### src/rtl/vidtimgen.sv
// vidtimgen - programmable video timing generator.
//
// Divides clk into a character-clock step enable (ce) and runs horizontal and
// vertical position counters against a timing set taken from the input ports.
// The timing set is shadowed and only reloaded on the first step after reset
// and at every frame wrap, so mid-frame input changes never disturb a frame.
//
// Ports
//   clk, resb                     master clock, async active-low reset
//   h_total, v_total              last column / last line index
//   h_de_start/_end, v_de_*       display-enable windows [start, end)
//   h_sync_start/_end, v_sync_*   sync windows [start, end); start>end wraps
//   interlace                     alternate fields, half-line vsync offset
//   ce                            one-clk step enable
//   hsync_n, vsync_n, de, blank_n registered timing strobes
//   field, sof                    current field, start-of-frame pulse
//   hcnt, vcnt                    position counters
module vidtimgen #(
    parameter int HW     = 9,
    parameter int VW     = 10,
    parameter int CLKDIV = 4
) (
    input  logic          clk,
    input  logic          resb,
    input  logic [HW-1:0] h_total,
    input  logic [HW-1:0] h_de_start,
    input  logic [HW-1:0] h_de_end,
    input  logic [HW-1:0] h_sync_start,
    input  logic [HW-1:0] h_sync_end,
    input  logic [VW-1:0] v_total,
    input  logic [VW-1:0] v_de_start,
    input  logic [VW-1:0] v_de_end,
    input  logic [VW-1:0] v_sync_start,
    input  logic [VW-1:0] v_sync_end,
    input  logic          interlace,
    output logic          ce,
    output logic          hsync_n,
    output logic          vsync_n,
    output logic          de,
    output logic          blank_n,
    output logic          field,
    output logic          sof,
    output logic [HW-1:0] hcnt,
    output logic [VW-1:0] vcnt
);

    localparam int            DW       = (CLKDIV > 1) ? $clog2(CLKDIV) : 1;
    localparam logic [DW-1:0] DIV_LAST = DW'(CLKDIV - 1);

    // Window [s, e): empty when s==e, wraps through 0 when s>e.
    function automatic logic win_h(input logic [HW-1:0] c, s, e);
        if (s == e)     return 1'b0;
        else if (s < e) return (c >= s) && (c < e);
        else            return (c >= s) || (c < e);
    endfunction

    function automatic logic win_v(input logic [VW-1:0] c, s, e);
        if (s == e)     return 1'b0;
        else if (s < e) return (c >= s) && (c < e);
        else            return (c >= s) || (c < e);
    endfunction

    logic [DW-1:0] div_q, div_d;
    logic          ce_q, ce_d;
    logic          first_q, first_d;
    logic [HW-1:0] hcnt_q, hcnt_d;
    logic [VW-1:0] vcnt_q, vcnt_d;
    logic          hsync_n_q, hsync_n_d, vsync_n_q, vsync_n_d;
    logic          de_q, de_d, blank_n_q, blank_n_d;
    logic          field_q, field_d, sof_q, sof_d;

    // Shadow timing set
    logic [HW-1:0] sh_h_total_q, sh_h_de_start_q, sh_h_de_end_q;
    logic [HW-1:0] sh_h_sync_start_q, sh_h_sync_end_q;
    logic [VW-1:0] sh_v_total_q, sh_v_de_start_q, sh_v_de_end_q;
    logic [VW-1:0] sh_v_sync_start_q, sh_v_sync_end_q;
    logic          sh_interlace_q;

    // Effective set for decoding the new position (new values on a load step)
    logic [HW-1:0] e_h_total, e_h_de_start, e_h_de_end, e_h_sync_start, e_h_sync_end;
    logic [VW-1:0] e_v_total, e_v_de_start, e_v_de_end, e_v_sync_start, e_v_sync_end;
    logic          e_interlace;

    logic          frame_wrap, load;
    logic [HW-1:0] ct_h, vs_off;
    logic [VW-1:0] ct_v, vs_line;
    logic          hs_act, vs_act, de_act;

    always_comb begin
        div_d = (div_q == DIV_LAST) ? '0 : div_q + 1'b1;
        ce_d  = (div_d == DIV_LAST);

        // Wrap detection uses the shadow in force for the current frame.
        frame_wrap = (hcnt_q == sh_h_total_q) && (vcnt_q == sh_v_total_q);
        load       = ce_q && (first_q || frame_wrap);
        first_d    = first_q && !ce_q;

        e_h_total      = load ? h_total      : sh_h_total_q;
        e_h_de_start   = load ? h_de_start   : sh_h_de_start_q;
        e_h_de_end     = load ? h_de_end     : sh_h_de_end_q;
        e_h_sync_start = load ? h_sync_start : sh_h_sync_start_q;
        e_h_sync_end   = load ? h_sync_end   : sh_h_sync_end_q;
        e_v_total      = load ? v_total      : sh_v_total_q;
        e_v_de_start   = load ? v_de_start   : sh_v_de_start_q;
        e_v_de_end     = load ? v_de_end     : sh_v_de_end_q;
        e_v_sync_start = load ? v_sync_start : sh_v_sync_start_q;
        e_v_sync_end   = load ? v_sync_end   : sh_v_sync_end_q;
        e_interlace    = load ? interlace    : sh_interlace_q;

        // The very first step runs on the freshly loaded totals (the shadow
        // still holds zeros); later steps keep the current frame's totals.
        ct_h = first_q ? h_total : sh_h_total_q;
        ct_v = first_q ? v_total : sh_v_total_q;

        hcnt_d    = hcnt_q;
        vcnt_d    = vcnt_q;
        field_d   = field_q;
        hsync_n_d = hsync_n_q;
        vsync_n_d = vsync_n_q;
        de_d      = de_q;
        blank_n_d = blank_n_q;
        sof_d     = 1'b0;
        vs_off    = '0;
        vs_line   = '0;
        hs_act    = 1'b0;
        vs_act    = 1'b0;
        de_act    = 1'b0;

        if (ce_q) begin
            if (hcnt_q == ct_h) begin
                hcnt_d = '0;
                vcnt_d = (vcnt_q == ct_v) ? '0 : vcnt_q + 1'b1;
            end else begin
                hcnt_d = hcnt_q + 1'b1;
            end

            if (frame_wrap && !first_q) begin
                field_d = e_interlace ? ~field_q : 1'b0;
                sof_d   = 1'b1;
            end

            // Vsync compares (line, column) against (line, offset): columns
            // before the offset still belong to the previous line.
            vs_off  = field_d ? (e_h_total >> 1) : '0;
            if (hcnt_d >= vs_off)  vs_line = vcnt_d;
            else if (vcnt_d == '0) vs_line = e_v_total;
            else                   vs_line = vcnt_d - 1'b1;

            hs_act = win_h(hcnt_d, e_h_sync_start, e_h_sync_end);
            vs_act = win_v(vs_line, e_v_sync_start, e_v_sync_end);
            de_act = win_h(hcnt_d, e_h_de_start, e_h_de_end) &&
                     win_v(vcnt_d, e_v_de_start, e_v_de_end);

            hsync_n_d = ~hs_act;
            vsync_n_d = ~vs_act;
            de_d      = de_act;
            blank_n_d = ~(hs_act || vs_act);
        end
    end

    always_ff @(posedge clk or negedge resb) begin
        if (!resb) begin
            div_q     <= '0;
            ce_q      <= 1'b0;
            first_q   <= 1'b1;
            hcnt_q    <= '0;
            vcnt_q    <= '0;
            hsync_n_q <= 1'b1;
            vsync_n_q <= 1'b1;
            de_q      <= 1'b0;
            blank_n_q <= 1'b1;
            field_q   <= 1'b0;
            sof_q     <= 1'b0;
        end else begin
            div_q     <= div_d;
            ce_q      <= ce_d;
            first_q   <= first_d;
            hcnt_q    <= hcnt_d;
            vcnt_q    <= vcnt_d;
            hsync_n_q <= hsync_n_d;
            vsync_n_q <= vsync_n_d;
            de_q      <= de_d;
            blank_n_q <= blank_n_d;
            field_q   <= field_d;
            sof_q     <= sof_d;
        end
    end

    always_ff @(posedge clk or negedge resb) begin
        if (!resb) begin
            sh_h_total_q      <= '0;
            sh_h_de_start_q   <= '0;
            sh_h_de_end_q     <= '0;
            sh_h_sync_start_q <= '0;
            sh_h_sync_end_q   <= '0;
            sh_v_total_q      <= '0;
            sh_v_de_start_q   <= '0;
            sh_v_de_end_q     <= '0;
            sh_v_sync_start_q <= '0;
            sh_v_sync_end_q   <= '0;
            sh_interlace_q    <= 1'b0;
        end else if (load) begin
            sh_h_total_q      <= h_total;
            sh_h_de_start_q   <= h_de_start;
            sh_h_de_end_q     <= h_de_end;
            sh_h_sync_start_q <= h_sync_start;
            sh_h_sync_end_q   <= h_sync_end;
            sh_v_total_q      <= v_total;
            sh_v_de_start_q   <= v_de_start;
            sh_v_de_end_q     <= v_de_end;
            sh_v_sync_start_q <= v_sync_start;
            sh_v_sync_end_q   <= v_sync_end;
            sh_interlace_q    <= interlace;
        end
    end

    assign ce      = ce_q;
    assign hsync_n = hsync_n_q;
    assign vsync_n = vsync_n_q;
    assign de      = de_q;
    assign blank_n = blank_n_q;
    assign field   = field_q;
    assign sof     = sof_q;
    assign hcnt    = hcnt_q;
    assign vcnt    = vcnt_q;

endmodule

### config.mk
export PLATFORM = sky130hd
export DESIGN_NAME = vidtimgen
export DESIGN_NICKNAME = d
export VERILOG_FILES = /design/src/rtl/vidtimgen.sv
export SDC_FILE = /design/constraint.sdc
export NUM_CORES = 1
export LEC_CHECK = 0
export ABC_AREA = 0
export CORE_MARGIN = 2
export CORE_UTILIZATION = 61
export DETAILED_ROUTE_END_ITERATION = 8
export PLACE_DENSITY = 0.91
export SKIP_CTS_REPAIR_TIMING = 1
export SYNTH_ARGS = -nofsm -noshare
export SYNTH_HDL_FRONTEND = slang
export SYNTH_SLANG_ARGS = --single-unit
### constraint.sdc
create_clock -name clk -period 16.4 [get_ports clk]
set_input_delay 4.92 -clock clk [delete_from_list [all_inputs] [get_ports clk]]
set_output_delay 4.92 -clock clk [all_outputs]
set_load 0.1 [all_outputs]
==> results of run 1 <==
==> layout make-up <==
class                   instances  share of cell area, %
well taps                     184                   2.11
repair buffers                129                   11.7
inverters                      91                   3.14
multi-input cells             646                   49.0
clock buffers                  20                   4.19
clock inverters                12                   1.10
flip-flops and latches        125                   28.8
==> state kept, by name, indices dropped and copies added, names as in the netlist, 2 cells and up <==
| signal | count |
|---|---|
| sh_h_de_start_q | 9 |
| vcnt | 10 |
| sh_h_sync_start_q | 9 |
| div_q | 2 |
| sh_h_sync_end_q | 9 |
| sh_v_total_q | 10 |
| sh_v_sync_start_q | 10 |
| hcnt | 9 |
| sh_v_de_end_q | 10 |
| sh_v_de_start_q | 10 |
| sh_h_total_q | 9 |
| sh_h_de_end_q | 9 |
| sh_v_sync_end_q | 10 |
==> cells by family after synthesis <==
logic type,Yosys count,share of synthesized area [%]
buf+inv,125,5.86
fa+ha+maj,124,17.2
flops,125,34.9
mux,120,13.9
simple gates,177,10.3
xor+xnor,45,4.47
compound gates,180,13.3
==> worst max path at each step <==
stage                from                   to  slack, ns  depth (start not counted)
3_3_place_gp   h_total[5]  blank_n$_DFFE_PN1P_       6.00                         28
6_report       h_total[5]  blank_n$_DFFE_PN1P_       6.17                         28
4_1_cts        h_total[5]  blank_n$_DFFE_PN1P_       6.20                         28
3_5_place_dp   h_total[5]  blank_n$_DFFE_PN1P_       5.82                         28
2_1_floorplan  h_total[7]  blank_n$_DFFE_PN1P_       6.27                         28
5_1_grt        h_total[5]  blank_n$_DFFE_PN1P_       5.75                         28
==> cell usage in the layout (no fill, tap or decap), drive strengths merged, types with 14 or more instances in the layout <==
master / netlist / final
a21o: 35 / 35
a21oi: 43 / 43
clkbuf: 16 / 20
clkdlybuf4s50: 0 / 122
dfrtp: 121 / 121
ha: 123 / 123
inv: 91 / 91
mux2: 33 / 33
mux2i: 87 / 87
nand2: 36 / 36
nand3: 17 / 17
nand4: 14 / 14
nor2: 55 / 55
o21ai: 45 / 45
xnor2: 16 / 16
xor2: 29 / 29
==> power groups by stage <==
| stage | sequential, W | clock (W) | combinational, W |
|---|---|---|---|
| final | 0.000338 | 0.000369 | 0.000179 |
| after global routing | 0.000339 | 0.000389 | 0.000195 |
| after CTS | 0.000337 | 0.000372 | 0.000178 |
| after detailed placement | 0.000342 | 0 | 0.000175 |
| after global placement | 0.000342 | 0 | 0.000168 |
| after floorplan | 0.000363 | 0 | 0.0000854 |
==> per-layer routing <==
metal	vias up	share of wire [%]	routed length [microns]	GRT usage, %
li1	3423	-	-	-
met1	3485	44	10000	39.6
met2	274	48	11000	49.7
met3	44	5.6	1280	5.39
met4	0	2.4	548	12.0
met5	-	0	0	0
==> cells in the mapped netlist, types with 6 or more instances <==
cell      number  area [sq um]
ha_1         123          1540
dfrtp_1      121          3030
inv_1         90           338
mux2i_1       87           871
nor2_1        55           206
a21oi_1       42           210
nand2_1       36           135
o21ai_0       36           180
a21o_1        35           263
mux2_2        32           360
xor2_1        28           245
clkbuf_1      16          60.1
nand3_1       16          80.1
xnor2_1       16           140
nand4_1       14          87.6
and3_1        11          68.8
nand2b_1      11          68.8
buf_2         10          50.1
nor2b_1       10          62.6
o211ai_1      10          75.1
o21a_1        10          75.1
o21ai_1        8          40.0
nor4_1         7          43.8
buf_6          6          67.6
nor3_1         6          30.0
==> metrics by stage <==
step	total power, W	utilization (%)	cells
detailed placement	0.000518	71.2	1175
CTS	0.000887	75.2	1207
floorplan	0.000449	-	896
global route	0.000924	75.2	1207
finish	0.000885	75.2	1207
global placement	0.000510	71.2	1175
==> results.json, run 1 <==
{
  "outcome": "completed",
  "die_x_microns": 125,
  "post-place-ws_ns": 5.82,
  "hold_depth": 1,
  "whs_endpoint": "div_q[0]$_DFF_PN0_",
  "path_clk_slew_ns": 0.06,
  "grt_pass1_vias": 7463,
  "rsz0062_at_grt": "false",
  "drive_gt1_share_pct": 8.90,
  "min_period_ns": 10.23,
  "hp-class": "register to register",
  "multi_input_area_sq_um": 5330,
  "initial_core_util_pct": 62.0,
  "ys_seq_area_share_pct": 34.9,
  "io_buffers": 123,
  "max_freq_mhz": 97.7,
  "gp_congestion": 0.907,
  "dieArea_sq_um": 15700,
  "grt_use_total_pct": 30.1,
  "finalCritPeriodShare_pct": 62.4,
  "ys_ff_latch": 125,
  "setup_violations": 0,
  "required_ns": 16.75,
  "skew_ns": 0.00724,
  "cts_sinks": 125,
  "cts_tree": "built",
  "slew_headroom_pct": 25.6,
  "first_pass_iters": 6,
  "peakVddDrop_mv": 0.0717,
  "ctsRootBufferMaster": "clkbuf_16",
  "ys_warn_count": 0,
  "setup_slack_ns": 6.17,
  "async_flop_share_pct": 100,
  "drc": 0,
  "cp_max_fo": 17,
  "synthesis.instances": 896,
  "worstSkewPairLatency_ns": 0.42,
  "core_area_sq_um": 14500,
  "routed_wl_microns": 22800,
  "start_kind": "input pin",
  "critPathTopFamily": "compound AO/OA/AOI/OAI gates",
  "antenna_cells": 0,
  "max_cap_violations": 0,
  "path_class": "input pin to register",
  "finalHoldViolCount": 0,
  "r2r_end": "blank_n$_DFFE_PN1P_",
  "dpl_cell_area_sq_um": 10300,
  "clkPwrFrac_pct": 41.7,
  "cts_buffers": 17,
  "grt_max_degree": 65,
  "fin_tns_setup_ns": 0,
  "vias": 7226,
  "clockBufferDepth": 2,
  "seq_area_sq_um": 3130,
  "hold_start": "div_q[0]$_DFF_PN0_",
  "slew_violations": 0,
  "critPathBufInv": 3,
  "viasPerCell": 5.99,
  "r2r-start": "vcnt[3]$_DFFE_PN0P_",
  "nFillCells": 1015,
  "switching_share_pct": 28.9,
  "drt_iter0_drc": 599,
  "reg2regPathDepth": 31,
  "cp_common_cell": "a21o_1",
  "htreeDepth": 4,
  "reg2reg_slack_ns": 10.19,
  "intPower_w": 0.000629,
  "ys_types": 61,
  "io_pins": 124,
  "power_density_nw_per_um2": 81.3,
  "hpwlAfterDp_microns": 17200,
  "syn_area_per_cell_sq_um": 10.0,
  "syn-cell-area_sq_um": 8980,
  "ys.flop_type": "dfrtp_1",
  "max_stage_delay_ns": 0.48,
  "die_h_microns": 125,
  "syn_nets": 1117,
  "num_rows": 44,
  "nNetsFinal": 1231,
  "antenna_found_initial": 0,
  "combPwrFrac_pct": 20.2,
  "area_growth_pct": 21.2,
  "power.leakage_nw": 5.67,
  "crit_slowest_cell": "a21oi_4",
  "drt.antenna.violating_nets": 0,
  "endpoint_kind": "register",
  "wl_per_cell_microns": 18.9,
  "grt_pass1_wl_microns": 37600,
  "p_sw_w": 0.000256,
  "final_area_sq_um": 10900,
  "worstMarginPinSlew_ns": 1.11,
  "pwr-share-seq_pct": 38.2,
  "grt-ovfl-total": 0,
  "synth-edff-count": 0,
  "holdWs_ns": 0.453,
  "arrival_ns": 10.58
}
(Power assumes the default switching activity.)
==> inputs of run 2 (changes only) <==
--- a/config.mk
+++ b/config.mk
@@ -7,9 +7,9 @@
 export LEC_CHECK = 0
 export ABC_AREA = 0
 export CORE_MARGIN = 2
-export CORE_UTILIZATION = 61
+export CORE_UTILIZATION = 56
 export DETAILED_ROUTE_END_ITERATION = 8
-export PLACE_DENSITY = 0.91
+export PLACE_DENSITY = 0.84
 export SKIP_CTS_REPAIR_TIMING = 1
 export SYNTH_ARGS = -nofsm -noshare
 export SYNTH_HDL_FRONTEND = slang
==> constraint.sdc (replaced) <==
create_clock -name clk -period 10.01 [get_ports clk]
set_input_delay 3.003 -clock clk [delete_from_list [all_inputs] [get_ports clk]]
set_output_delay 3.003 -clock clk [all_outputs]
set_load 0.1 [all_outputs]
==> run 2 against run 1 <==
  * Via count fell by 1.2%
  * Non-clock buffer count did not move
  * Sequential power up 64%
  * Largest cell class unchanged
  * Highest routed layer unchanged
  * Sequential share of layout area down 0.34 points
  * Cell area rose by 1.2%
  * Clock power rose by 88%
  * Count of clock-buffer cells in the layout down 1
  * Die area rose by 8.6%
  * Hold slack better by 0.014 ns
==> results.json, run 2 (synthesis results as in run 1) <==
{
  "outcome": "completed",
  "max_stage_delay_ns": 0.50,
  "layout_common_cells": "ha_1, clkdlybuf4s50_1, dfrtp_1",
  "endpoint_kind": "register",
  "peakVddDrop_mv": 0.118,
  "ctsRootBufferMaster": "clkbuf_16",
  "reg2regPathDepth": 29,
  "drive_gt1_share_pct": 8.99,
  "num_rows": 46,
  "path_class": "input pin to register",
  "worstSkewPairLatency_ns": 0.43,
  "clkPwrFrac_pct": 45.3,
  "power_w": 0.00153,
  "start_kind": "input pin",
  "switching_share_pct": 27.7,
  "finalNonFillerCells": 1239,
  "vias": 7140,
  "cts_buffers": 17,
  "io_pins": 124,
  "clockBufferDepth": 2,
  "die_x_microns": 131,
  "p_sw_w": 0.000425,
  "arrival_ns": 8.61,
  "nNetsFinal": 1231,
  "crit_slowest_cell": "a21oi_4",
  "routed_wl_microns": 22300,
  "grt_max_degree": 80,
  "grt-ovfl-total": 0,
  "final_util_pct": 69.9,
  "min_period_ns": 8.26,
  "cts_sinks": 125,
  "drt_iter0_drc": 593,
  "io_buffers": 123,
  "gp_congestion": 0.918,
  "grt_pass1_wl_microns": 35700,
  "viasPerCell": 5.76,
  "htreeDepth": 4,
  "antenna_cells": 0,
  "grt_pass1_vias": 6981,
  "skew_ns": 0.0102,
  "area_growth_pct": 22.7,
  "combPwrFrac_pct": 18.6,
  "grt_use_total_pct": 27.3,
  "antenna_found_initial": 0,
  "die_h_microns": 131,
  "hold_depth": 1,
  "core_area_sq_um": 15800,
  "power.leakage_nw": 5.71,
  "drt.antenna.violating_nets": 0,
  "wl_per_cell_microns": 18.0,
  "pwr-share-seq_pct": 36.0,
  "hpwlAfterDp_microns": 16600,
  "required_ns": 10.36,
  "cp_max_fo": 17,
  "max_cap_violations": 0,
  "max_freq_mhz": 121,
  "hp-class": "register to register",
  "first_pass_iters": 5,
  "placed_cells": 1207,
  "cts_tree": "built",
  "finalHoldViolCount": 0,
  "setup_violations": 0,
  "rsz0062_at_grt": "false",
  "cp_common_cell": "a21o_1",
  "fin_tns_setup_ns": 0,
  "power_density_nw_per_um2": 139,
  "intPower_w": 0.00111,
  "finalCritPeriodShare_pct": 82.6,
  "slew_headroom_pct": 30.1,
  "drc": 0,
  "path_clk_slew_ns": 0.06,
  "reg2reg_slack_ns": 3.72,
  "worstMarginPinSlew_ns": 1.04,
  "final_common_cell": "ha_1",
  "dieArea_sq_um": 17100,
  "initial_core_util_pct": 57.0,
  "slew_violations": 0
}
run 2: layout make-up:
type                            count  area (sq um)
Timing Repair Buffer              129          1270
Inverter                           91           342
Multi-Input combinational cell    646          5330
Sequential cell                   125          3130
Tap cell                          216           270
Fill cell                        1218          4750
Clock buffer                       19           453
Clock inverter                     13           213
run 2: worst max-delay path: cells and delay by family:
family	cells	cell delay, ns
buffers and inverters	3	0.84
adders and majority gates	2	0.49
and+or+nand+nor	7	1.17
xor gates and xnor gates	1	0.17
AOI/OAI and AO/OA	15	2.92
run 2: layer usage:
layer | share of wire [%] | track usage, % | wire length, microns | up-vias
li1 | - | - | - | 3413
met1 | 45 | 37.9 | 10100 | 3453
met2 | 46 | 43.6 | 10300 | 240
met3 | 6.2 | 5.05 | 1380 | 34
met4 | 2.1 | 9.14 | 470 | 0
met5 | 0 | 0 | 0 | -
run 2: final timing paths:
check,from,endpoint
max reg2reg,vcnt[3]$_DFFE_PN0P_,blank_n$_DFFE_PN1P_
max,h_total[5],blank_n$_DFFE_PN1P_
max in group asynchronous,resb,sh_v_total_q[9]$_DFF_PN0_
min reg2reg,div_q[0]$_DFF_PN0_,div_q[0]$_DFF_PN0_
min in group asynchronous,resb,sh_h_sync_start_q[5]$_DFF_PN0_
min,div_q[0]$_DFF_PN0_,div_q[0]$_DFF_PN0_
run 2: per-stage QoR:
stage | setup WS (ns) | hold WS (ns) | instance area [sq um]
global route | 1.35 | 0.487 | 11000
finish | 1.75 | 0.467 | 11000
detailed placement | 1.38 | 0.450 | 10400
CTS | 1.76 | 0.461 | 11000
floorplan | 1.80 | 0.422 | 8980
global placement | 1.54 | 0.439 | 10400
run 2: power groups by stage:
stage	logic [W]	registers, W	clock network, W
2_1_floorplan	0.000140	0.000595	0
3_3_place_gp	0.000275	0.000560	0
3_5_place_dp	0.000282	0.000561	0
4_1_cts	0.000287	0.000552	0.000702
5_1_grt	0.000315	0.000555	0.000727
6_report	0.000286	0.000553	0.000695
